<file path="config.mk">
export PLATFORM = sky130hd
export DESIGN_NAME = pc_gen
export DESIGN_NICKNAME = d
export VERILOG_FILES = /design/src/rtl/pc_gen.sv
export SDC_FILE = /design/constraint.sdc
export NUM_CORES = 1
export LEC_CHECK = 0
export BUFFER_PORTS_ARGS = -buffer_cell sky130_fd_sc_hd__buf_4
export CAP_MARGIN = 20
export CORE_ASPECT_RATIO = 0.5
export CORE_UTILIZATION = 60
export CTS_CLUSTER_SIZE = 40
export DETAILED_ROUTE_END_ITERATION = 8
export PLACE_DENSITY_LB_ADDON = 0.05
export SYNTH_ARGS = -nofsm -noshare
export SYNTH_HDL_FRONTEND = slang
export SYNTH_SLANG_ARGS = --single-unit
export TNS_END_PERCENT = 20
</file>
<file path="constraint.sdc">
create_clock -name clk -period 2.7 [get_ports clk]
set_clock_uncertainty 0.1 [all_clocks]
set_input_delay 0.27 -clock clk [delete_from_list [all_inputs] [get_ports clk]]
set_output_delay 0.27 -clock clk [all_outputs]
set_load 0.02 [all_outputs]
</file>
<file path="src/rtl/pc_gen.sv">
// Fetch-stage program counter: issues the fetch PC over a valid/ready handshake,
// steps sequentially by one fetch group, and buffers redirects that arrive while a request is unaccepted.
module pc_gen #(
  parameter int unsigned      XLEN         = 32,
  parameter logic [XLEN-1:0]  RESET_VECTOR = XLEN'(32'h1c000000),
  parameter int unsigned      INST_BYTES   = 4,
  parameter int unsigned      FETCH_WIDTH  = 1
) (
  input  logic            clk,
  input  logic            rst,
  input  logic            stall,
  input  logic            br_valid,
  input  logic [XLEN-1:0] br_target,
  input  logic            exc_valid,
  input  logic [XLEN-1:0] exc_target,
  output logic            fetch_valid,
  input  logic            fetch_ready,
  output logic [XLEN-1:0] fetch_pc,
  output logic            fetch_adef,
  output logic            redir_pending
);

  localparam int unsigned     ALIGN_BITS = $clog2(INST_BYTES);
  localparam logic [XLEN-1:0] STEP       = XLEN'(FETCH_WIDTH * INST_BYTES);

  // Handshake: a request is offered while fetch_valid is high; fetch_pc and
  // fetch_valid stay stable until fetch_valid & fetch_ready is seen at a clock edge.
  typedef enum logic [1:0] {
    BOOT = 2'd0,
    IDLE = 2'd1,
    REQ  = 2'd2,
    PEND = 2'd3
  } state_t;

  state_t            state, state_n;
  logic [XLEN-1:0]   pc, pc_n;
  logic [XLEN-1:0]   pend_tgt, pend_tgt_n;
  logic              pend_exc, pend_exc_n;

  logic              fire;
  logic              redir;
  logic [XLEN-1:0]   redir_tgt;
  logic              take_new;
  logic [XLEN-1:0]   merged_tgt;

  assign fetch_valid   = (state == REQ) || (state == PEND);
  assign redir_pending = (state == PEND);
  assign fetch_pc      = pc;
  assign fetch_adef    = fetch_valid && (pc[ALIGN_BITS-1:0] != '0);

  assign fire      = fetch_valid && fetch_ready;
  assign redir     = exc_valid || br_valid;
  assign redir_tgt = exc_valid ? exc_target : br_target;

  // A buffered exception is never displaced by a later branch.
  assign take_new   = exc_valid || (br_valid && !pend_exc);
  assign merged_tgt = take_new ? redir_tgt : pend_tgt;

  always_comb begin
    state_n    = state;
    pc_n       = pc;
    pend_tgt_n = pend_tgt;
    pend_exc_n = pend_exc;
    case (state)
      BOOT: state_n = IDLE;
      IDLE: begin
        if (redir)       pc_n    = redir_tgt;
        else if (!stall) state_n = REQ;
      end
      REQ: begin
        if (fire) begin
          pc_n    = redir ? redir_tgt : pc + STEP;
          state_n = stall ? IDLE : REQ;
        end else if (redir) begin
          pend_tgt_n = redir_tgt;
          pend_exc_n = exc_valid;
          state_n    = PEND;
        end
      end
      PEND: begin
        if (fire) begin
          pc_n       = merged_tgt;
          pend_tgt_n = '0;
          pend_exc_n = 1'b0;
          state_n    = stall ? IDLE : REQ;
        end else begin
          pend_tgt_n = merged_tgt;
          pend_exc_n = pend_exc || exc_valid;
        end
      end
      default: state_n = BOOT;
    endcase
  end

  always_ff @(posedge clk) begin
    if (rst) begin
      state    <= BOOT;
      pc       <= RESET_VECTOR;
      pend_tgt <= '0;
      pend_exc <= 1'b0;
    end else begin
      state    <= state_n;
      pc       <= pc_n;
      pend_tgt <= pend_tgt_n;
      pend_exc <= pend_exc_n;
    end
  end

endmodule
</file>
==> impl_metrics.tcl <==
set metrics [dict create \
    fillers 572 \
    first_pass_iters 6 \
    ant_nets 0 \
    rr_worst_depth 6 \
    seqPwrFrac_pct 37.8 \
    whs_path_depth 4 \
    crit_slowest_cell "nor4_4" \
    period_share_pct 86.42 \
    yosysWarnings 0 \
    synthFlopType "dfxtp_1" \
    slew_headroom_pct 56.77 \
    reg2reg_to "fetch_pc[17]" \
    antennaDiodeCount 0 \
    fmax_mhz 428.6 \
    run_status "finished clean" \
    regToRegSetupSlack_ns 0.37 \
    synth_area_leaders "dfxtp_1, mux2i_1, o21ai_0, nor2_1, a21oi_1" \
    rows 22 \
    ys_top_cells_by_count "nor2_1, dfxtp_1, o21ai_0, a21oi_1, mux2i_1" \
    ios 105 \
    drt-initial-drc-count 541 \
    finalSetupViolCount 0 \
    grt_pass1_wl_um 24240 \
    slowest_delay_ns 0.65 \
    clockRootBuffer "clkbuf_16" \
    cts_max_path_buffers 2 \
    netlist_area_um2 4773 \
    maxCapViolCount 0 \
    clk_pin_slew_worst_paths_ns 0.05 \
    seq_area_um2 1341 \
    grt_overflow 0 \
    grt_start_max_net_pins 52 \
    grt_use_total_pct 37.71 \
    slew_viol_final 0 \
    worst_setup_path_start_kind "flop" \
    power_density_nw_per_um2 511.6 \
    antenna_found_initial 0 \
    routabilityCongestion 0.9132 \
    clock_sinks 67 \
    swShare_pct 29.85 \
    synthArstFlopShare_pct 0 \
    nets 763 \
    synth-edff-count 0 \
    vias 5351 \
    internal-power_w 0.002125 \
    htree_levels 3 \
    crit_chain "nand4_4 -> nor4_4 -> buf_4 -> nand3_1 -> o21ai_0 -> o22ai_1" \
    via_per_inst 6.672 \
    grt_pass1_vias 4866 \
    ys_ff_latch 67 \
    area_delta_synth_final_pct 24.04 \
    yosys.area.top_type "dfxtp_1" \
    core_um2 7515 \
    syn-num-nets 677 \
    holdCritStartpoint "stall" \
    start_util_pct 63.52 \
    clockPowerShare_pct 39.5 \
    hold_viol 0 \
    hold_path_class "in2reg" \
    die_x_um 128.1 \
    drive_above_1_share_pct 24.35 \
    cts_tree "done" \
    yosysMostFrequentCell "nor2_1" \
    crit_buf_inv 1 \
    cp_max_fo 9 \
    die_h_um 65.07 \
    remaining_drc_errors 0 \
    synth.top_cell.area_share_pct 28.10 \
    postCtsHoldBufs 0 \
    ir_drop_uv 383.0 \
    crit_family "simple AND/OR/NAND/NOR gates" \
    min_period_ns 2.333 \
    p_leak_nw 2.318 \
    ys_seq_area_share_pct 28.10 \
    routed_wl_um 15310 \
    cts_buffers 9 \
    cp_data_required_time_ns 2.81 \
    combPwrFrac_pct 22.7 \
    port_buffers 104 \
    rsz0062_at_grt "false" \
    clk_latency_ns 0.34 \
    whs_ns 0.1801 \
    cp.arrival_ns 2.45 \
    worst_pin_slew_ns 0.6436 \
    startpoint "fetch_pc[10]" \
    fin_tns_setup_ns 0 \
    die-area_um2 8338 \
    utilization_pct 78.79 \
    cts_resized 0 \
    syn_inst 605 \
    multi_input_area_um2 3119 \
    yosysUniqueCellTypes 73 \
    reg2reg_from "fetch_pc[10]" \
    dp_hpwl_um 10530 \
    cp-end-kind "flop" \
    switching_power_w 0.0009040 \
    path_class "reg2reg" \
    postCtsSetupRepairBufs 0 \
    hold_path_end "state[1]" \
    avgRoutedWirePerCell_um 19.08 \
    syn_area_per_cell_um2 7.890 \
]
==> area by class of cell <==
class	count	share of cell area [%]
clock buffers	12	4.501
flip-flops and latches	67	22.65
well taps	108	2.282
clock inverters	2	0.5917
inverters	16	1.014
repair buffers	124	16.27
multi-input cells	473	52.68
==> flip-flops by register name (all words and copies together), names as in the netlist <==
register / flops
fetch_pc: 32
pend_exc: 1
pend_tgt: 32
state: 2
==> per-layer routing <==
layer,global-route usage (%),wire length (um)
met1,47.23,6447
met2,61.75,6937
met3,9.249,1430
met4,16.47,490
met5,2.614,0
==> power by group through the flow <==
stage / sequential, W / clock [W] / combinational (W)
final: 0.00115 / 0.00120 / 0.000687
after global routing: 0.00115 / 0.00124 / 0.000740
after CTS: 0.00114 / 0.00120 / 0.000678
after detailed placement: 0.00116 / 0 / 0.000672
after global placement: 0.00116 / 0 / 0.000660
after floorplan: 0.00119 / 0 / 0.000362
==> worst register-to-register path, cell delays in order (launching register included) <==
cell	delay, ns
dfxtp_1	0.48
nand4_4	0.25
nor4_4	0.65
buf_4	0.28
nand3_1	0.09
o21ai_0	0.23
o22ai_1	0.12
==> layout by cell type (no fill, tap or decap), drive strengths merged, types with 9 or more instances in the layout <==
master	n
nor3	12
a21oi	49
buf	124
dfxtp	67
nand3	15
nor4	9
o21ai	61
nor2	70
nand4	12
a211oi	28
mux2i	37
clkbuf	12
inv	15
o2bb2ai	22
nand2	35
==> per-stage QoR <==
| step | setup slack [ns] | total power, W | instance area (um2) | instances |
|---|---|---|---|---|
| after floorplan | 0.6571 | 0.001553 | 4773 | 605 |
| after global placement | 0.4622 | 0.001819 | 5604 | 787 |
| after detailed placement | 0.3270 | 0.001832 | 5604 | 787 |
| after CTS | 0.3589 | 0.003019 | 5906 | 801 |
| after global routing | 0.2779 | 0.003134 | 5921 | 802 |
| final | 0.3666 | 0.003029 | 5921 | 802 |
==> worst max path at each step <==
| stage | end | slack, ns | depth (start not counted) |
|---|---|---|---|
| 2_1_floorplan | fetch_pc[21] | 0.66 | 6 |
| 3_3_place_gp | fetch_pc[1] | 0.46 | 6 |
| 3_5_place_dp | fetch_pc[8] | 0.33 | 6 |
| 4_1_cts | fetch_pc[1] | 0.36 | 5 |
| 5_1_grt | fetch_pc[21] | 0.28 | 5 |
| 6_report | fetch_pc[17] | 0.37 | 6 |
==> kinds of logic after synthesis <==
group | Yosys count | share of synthesized area [%]
buffers and inverters | 65 | 6.631
AOI/OAI and AO/OA | 236 | 33.76
DFF | 67 | 28.10
and+or+nand+nor | 181 | 19.84
xor gates and xnor gates | 12 | 2.202
adders and majority gates | 2 | 0.5242
muxes | 42 | 8.938
Power figures use the tool's default switching activity.
